**config.mk**
```make
export PLATFORM = sky130hd
export DESIGN_NAME = cic_interp
export DESIGN_NICKNAME = d
export VERILOG_FILES = /design/src/rtl/cic_interp.sv
export SDC_FILE = /design/constraint.sdc
export NUM_CORES = 1
export LEC_CHECK = 0
export CAP_MARGIN = 20
export CORE_MARGIN = 3
export CORE_UTILIZATION = 40
export CTS_BUF_LIST = sky130_fd_sc_hd__clkbuf_16
export CTS_CLUSTER_DIAMETER = 40
export DETAILED_ROUTE_END_ITERATION = 6
export PLACE_DENSITY = 0.63
export SETUP_SLACK_MARGIN = 0.5
export SLEW_MARGIN = 20
export SYNTH_ARGS = -nofsm -noshare
export SYNTH_HDL_FRONTEND = slang
export SYNTH_SLANG_ARGS = --single-unit
```
**constraint.sdc**
```tcl
create_clock -name clock -period 3.07 [get_ports clock]
set_clock_uncertainty 0.1 [all_clocks]
set_input_delay 0.4605 -clock clock [delete_from_list [all_inputs] [get_ports clock]]
set_output_delay 0.4605 -clock clock [all_outputs]
set_load 0.02 [all_outputs]
```
**src/rtl/cic_interp.sv**
```systemverilog
// cic_interp: CIC interpolator for the transmit path.
//
// Low-rate samples arrive through a valid/ready handshake into a single-entry
// hold register. On every phase-0 high-rate strobe the hold register (or zero
// if empty) is pushed through STAGES comb stages. STAGES integrators then run
// once per out_strobe on the zero-stuffed comb output. The output slice removes
// the DC gain RATE**(STAGES-1).
//
// Optional build macro: CIC_INTERP_ROUND_EN
//   defined   -> round half up before dropping the LSBs
//   undefined -> plain truncation
//
// Ports:
//   clock       system clock
//   reset_n     asynchronous active-low reset
//   out_strobe  high-rate tick from downstream, one output per tick
//   in_data     signed low-rate sample
//   in_valid    in_data valid
//   in_ready    sample can be accepted this cycle
//   out_data    signed interpolated sample
//   out_valid   one-clock pulse, one clock after each strobe while running
//   underrun    sticky flag: the hold register was empty when a sample was needed
module cic_interp #(
  parameter int IN_WIDTH  = 16,
  parameter int STAGES    = 3,
  parameter int LOG2_RATE = 2,
  parameter int OUT_WIDTH = 16
) (
  input  logic                 clock,
  input  logic                 reset_n,
  input  logic                 out_strobe,
  input  logic [IN_WIDTH-1:0]  in_data,
  input  logic                 in_valid,
  output logic                 in_ready,
  output logic [OUT_WIDTH-1:0] out_data,
  output logic                 out_valid,
  output logic                 underrun
);

  localparam int ACC  = IN_WIDTH + STAGES * LOG2_RATE;
  localparam int TOP  = IN_WIDTH + (STAGES - 1) * LOG2_RATE;
  localparam int DROP = TOP - OUT_WIDTH;

  typedef enum logic {IDLE, RUN} state_t;

  state_t               state_reg, state_next;
  logic [LOG2_RATE-1:0] phase_reg;
  logic [IN_WIDTH-1:0]  hold_reg;
  logic                 full_reg;

  logic run_strobe;
  logic s0;
  logic consume;
  logic accept;

  // c_in[k] feeds comb stage k+1; i_in[k] feeds integrator stage k+1.
  logic [ACC-1:0] c_in [0:STAGES];
  logic [ACC-1:0] i_in [0:STAGES];
  logic [OUT_WIDTH-1:0] out_next;

  always_comb begin
    state_next = state_reg;
    run_strobe = 1'b0;
    s0         = 1'b0;
    consume    = 1'b0;
    case (state_reg)
      IDLE: begin
        if (in_valid && !full_reg) state_next = RUN;
      end
      RUN: begin
        run_strobe = out_strobe;
        s0         = out_strobe && (phase_reg == '0);
        consume    = s0 && full_reg;
      end
      default: state_next = IDLE;
    endcase
    in_ready = !full_reg || consume;
    accept   = in_valid && in_ready;
  end

  always_ff @(posedge clock or negedge reset_n) begin
    if (!reset_n) begin
      state_reg <= IDLE;
      phase_reg <= '0;
      hold_reg  <= '0;
      full_reg  <= 1'b0;
      underrun  <= 1'b0;
      out_data  <= '0;
      out_valid <= 1'b0;
    end else begin
      state_reg <= state_next;
      out_valid <= run_strobe;
      if (run_strobe) begin
        phase_reg <= phase_reg + 1'b1;
        out_data  <= out_next;
      end
      if (s0 && !full_reg) underrun <= 1'b1;
      // Accept wins over consume so a same-cycle swap leaves the register full.
      if (accept) begin
        hold_reg <= in_data;
        full_reg <= 1'b1;
      end else if (consume) begin
        full_reg <= 1'b0;
      end
    end
  end

  assign c_in[0] = full_reg ? {{(ACC-IN_WIDTH){hold_reg[IN_WIDTH-1]}}, hold_reg} : '0;
  // Zero stuffing: the comb output enters the integrators only on phase 0.
  assign i_in[0] = (phase_reg == '0) ? c_in[STAGES] : '0;

  genvar gi;
  generate
    for (gi = 1; gi <= STAGES; gi++) begin : g_stage
      logic [ACC-1:0] comb_reg;
      logic [ACC-1:0] dly_reg;
      logic [ACC-1:0] int_reg;

      always_ff @(posedge clock or negedge reset_n) begin
        if (!reset_n) begin
          comb_reg <= '0;
          dly_reg  <= '0;
          int_reg  <= '0;
        end else begin
          if (s0) begin
            comb_reg <= c_in[gi-1] - dly_reg;
            dly_reg  <= c_in[gi-1];
          end
          if (run_strobe) int_reg <= int_reg + i_in[gi-1];
        end
      end

      assign c_in[gi] = comb_reg;
      assign i_in[gi] = int_reg;
    end
  endgenerate

`ifdef CIC_INTERP_ROUND_EN
  generate
    if (DROP > 0) begin : g_round
      // Adding half an LSB then truncating equals adding the top dropped bit
      // to the truncated value, which avoids a full-width adder.
      assign out_next = i_in[STAGES][TOP-1 -: OUT_WIDTH]
                      + {{(OUT_WIDTH-1){1'b0}}, i_in[STAGES][DROP-1]};
    end else begin : g_exact
      assign out_next = i_in[STAGES][TOP-1 -: OUT_WIDTH];
    end
  endgenerate
`else
  assign out_next = i_in[STAGES][TOP-1 -: OUT_WIDTH];
`endif

endmodule

```
# Word-level counts from Yosys, hierarchy flattened
# Cells that the tools add are included.
dict set report totals {
  regBits 236
  out_inout_bits 19
  wordCells 41
}
dict set report classes {
  n_addsub 7
  n_mux 9
  n_reduce_logical 9
}
# operator count
set op_table {}
lappend op_table {{$add 22x22->22} 3}
lappend op_table {{$sub 22x22->22} 3}
lappend op_table {{$mux 22} 2}
lappend op_table {{$mux 1} 7}
lappend op_table {{$logic_and 1x1->1} 5}
lappend op_table {{$add 2x1->2 const B} 1}
lappend op_table {{$logic_not 2->1} 1}
lappend op_table {{$reduce_bool 2->1} 1}
lappend op_table {{$logic_not 1->1} 1}
lappend op_table {{$logic_or 1x1->1} 1}

# Longest topological paths before layout
dict set report logic_depth {
  ltp_word 7
  ltp_mapped 15
}

# Worst setup path after synthesis
# OpenSTA, ideal clock, no wires.
dict set report synth_timing {
  path_kind {reg-to-reg}
  start {reg phase_reg[0]}
  end {reg g_stage[1].int_reg[18]}
  setup_time_ns 0.134
  t_arrival_ns 2.862
  required_ns 2.836
  path_slack_ns -0.026
  stages_incl_launch_ff 16
  path_buffers 2
  cell_sequence {dfrtp_1 -> inv_1 -> ha_1 -> clkbuf_1 -> clkbuf_1 -> and2_1 -> ha_1 -> fa_1 -> a21o_1 -> a21oi_1 -> o211ai_1 -> a21oi_1 -> o221ai_1 -> a31oi_1 -> xor2_1 -> o21ai_0}
}
dict set report synth_via {
  elab_chain_cells 3
}
# item line_no
set synth_rtl {}
lappend synth_rtl {{start: declaration} 47} ;# logic [LOG2_RATE-1:0] phase_reg;
lappend synth_rtl {{start signal: assignment} 94} ;# phase_reg <= phase_reg + 1'b1;
lappend synth_rtl {{$logic_not 2->1} 110} ;# assign i_in[0] = (phase_reg == '0) ? c_in[STAGES] : '0;
lappend synth_rtl {{$mux 22} 110}
lappend synth_rtl {{$add 22x22->22} 129} ;# if (run_strobe) int_reg <= int_reg + i_in[gi-1];
lappend synth_rtl {{end signal: assignment} 129}
lappend synth_rtl {{end: declaration} 117} ;# logic [ACC-1:0] int_reg;
# Every way passes these cells.
# A chain may end at the register's enable or synchronous reset.

# Worst setup path after layout
dict set report layout_timing {
  start {reg phase_reg[1]}
  end {reg g_stage[1].int_reg[13]}
}
# The elaborated chain is that of the path after synthesis.

==> results.cfg <==
[run_status]
status = completed

[global_routing]
grt_max_degree = 122
grt_pass1_vias = 10700
grt.overflow.total = 0
busiest_layer = met2
grt_util_met2_pct = 29.3
antenna_found_initial = 0
grt_pass1_wl_mm = 49.3
met1_usage_pct = 18.9
gr-usage-met3_pct = 2.94
grtUsageTotal_pct = 16.2

[critical_path]
cp_cell_sequence = inv_2 > ha_4 > and2_4 > ha_4 > a21oi_2 > nor2b_2 > a311oi_2 > o21ai_2 > buf_6 > a221oi_4 > buf_4 > xor2_1 > o21ai_1
critPathMaxFanout = 6
r2r_slack_ps = 270
slowest_delay_ps = 410
critPathSlowestCell = a311oi_2
worstReg2RegStart = phase_reg[1]
start_kind = register
reg2reg_depth = 13
rr_endpoint = g_stage[1].int_reg[13]
worst_ep_required_time_ps = 3350
crit_type = reg2reg
crit_top_cell = ha_4
crit_arrival_ps = 3080
worstSetupEndpointType = register

[floorplan]
die-area_um2 = 35600
coreArea_um2 = 32700
initial_core_util_pct = 40.8
die_w_um = 189
dieHeight_um = 189
rows = 66
io_pins = 39

[logic_synthesis]
avgSynthCellArea_um2 = 8.76
synth_area_leaders = dfrtp_1 (40%), ha_1 (11%), nand2_1 (7.9%), o21ai_0 (6.3%), a21oi_1 (3.4%)
ys_ff_latch = 214
synth_top_area_share_pct = 40.2
synthArstFlopShare_pct = 100
ys.flop_type = dfrtp_1
synthesis.area_um2 = 13300
synth_fp_nets = 1660
synth_top_area_cell = dfrtp_1
ys_warn_count = 0
postSynthCellCount = 1522
synth_edf_count = 0
ys_types = 65
ys_seq_area_share_pct = 40.2

[timing]
hold_viol_final = 0
finalSetupViolCount = 0
maxSlewHeadroom_pct = 56.3
rsz0062_at_grt = yes
slew_violations = 0
post-route-min-period_ps = 2800
period_share_pct = 91.2
fmax_mhz = 357
tightest_slew_ps = 656
setup_tns_ps = 0

[final_layout]
drive_gt1_share_pct = 19.4
fin_nets = 1759
area_growth_pct = 27.7
num_antenna_cells = 0
post-route-util_pct = 52.0
fin_area_um2 = 17000

[routing]
routed_wl_mm = 29.0
via_per_inst = 5.11
first_pass_iters = 4
drc = 0
wl_per_cell_um = 13.9
via_count = 10700
drt_iter0_markers = 394
ant_nets = 0

[cts]
cts.clk_slew.worst_paths_ps = 50
clock_sinks = 214
cts_root_buf = clkbuf_16
cts_tree = done
clock_path_buffers = 3
clock_latency_ps = 520
htreeDepth = 2
cts_made_buffers = 39

[placed_design]
postPlaceCellArea_um2 = 14300
hpwl_mm = 18.7
gp_congestion = 0.881
io_buffers = 38

[hold_path]
hold_depth = 1
min_from = underrun
hold_end = underrun
min_path_type = reg2reg

[job]
maxCapViolCount = 0
-- cell usage in the layout (no fill, tap or decap), drive strengths merged, types with 5 or more instances in the layout --
master	n
a211o	5
a211oi	11
a21boi	5
a21o	40
a21oi	93
a31oi	7
and2	37
and3	15
buf	77
bufinv	5
clkbuf	41
clkdlybuf4s50	36
clkinv	13
dfrtp	214
fa	6
ha	112
inv	103
mux2	18
nand2	282
nand2b	23
nand3	19
nand4	11
nor2	53
nor2b	16
nor3	20
o211ai	8
o21a	17
o21ai	187
o21bai	17
o311ai	5
o31ai	19
xnor2	47
xor2	41
-- area by class of cell --
class                   count  area, um^2
flip-flops and latches    214        5370
fillers                  2977       15700
inverters                  95         357
well taps                 442         553
repair buffers            115        1050
multi-input cells        1156        8370
clock buffers              41        1030
clock inverters            30         304
-- layer usage --
| metal | share of wire [%] | vias to the layer above |
|---|---|---|
| met3 | 3.5 | 76 |
| met2 | 50 | 181 |
| li1 | - | 5466 |
| met5 | 0 | - |
| met4 | 3.1 | 0 |
| met1 | 44 | 4969 |
-- cell usage after synthesis, types with 16 or more instances --
cell type,n
o21a_1,17
o21ai_1,18
o21ai_0,168
xor2_1,41
o21bai_1,17
nand2b_1,23
a21o_1,40
and2_1,37
nand2_1,282
nand3_1,19
inv_1,93
o31ai_1,18
mux2_2,18
clkbuf_1,47
nor2_1,53
nor3_1,20
a21oi_1,91
dfrtp_1,214
ha_1,112
nor2b_1,16
xnor2_1,47
-- worst max-delay path by stage --
stage	endpoint	slack (ps)	start	cells past startpoint
floorplan	g_stage[1].int_reg[18]	220	phase_reg[0]	15
global placement	g_stage[1].int_reg[18]	210	phase_reg[0]	13
detailed placement	g_stage[1].int_reg[18]	140	phase_reg[1]	13
CTS	g_stage[1].int_reg[19]	320	phase_reg[1]	12
global route	g_stage[1].int_reg[15]	200	phase_reg[1]	13
finish	g_stage[1].int_reg[13]	270	phase_reg[1]	13
-- worst max-delay path, delay by kind of cell (launching register included) --
family                     cells  cell delay, ps
and+or+nand+nor                2             230
adders and majority gates      2             370
buffers and inverters          3             380
xor gates and xnor gates       1             160
AOI/OAI and AO/OA              5            1050
DFF                            1             370
-- cell families after synthesis --
kind of cell	after synthesis	share of synthesized area (%)
xor+xnor	88	5.78
simple gates	492	16.6
fa+ha+maj	118	11.4
buf+inv	152	4.30
flops	214	40.2
compound gates	438	20.1
mux	20	1.67
-- through the flow --
step | hold slack, ps | setup slack, ps | cells
floorplan | 64.9 | 221 | 1522
global placement | 344 | 215 | 1965
detailed placement | 356 | 137 | 1965
CTS | 368 | 319 | 2069
global route | 395 | 202 | 2093
finish | 364 | 269 | 2093
-- repair_timing --
| item | 4_1_cts | 5_1_grt |
|---|---|---|
| hold buffers | 1 | 0 |
| endpoints found under the setup margin | 42 | 48 |
| pin swaps | 48 | 80 |
| resized for setup | 89 | 90 |
| buffers inserted | 31 | 24 |
| endpoints found under the hold margin | 79 | 0 |
| cloned | 1 | 0 |
Power is not shown: default switching activity piles up to over one toggle a cycle in this logic, so the estimate is an artifact.
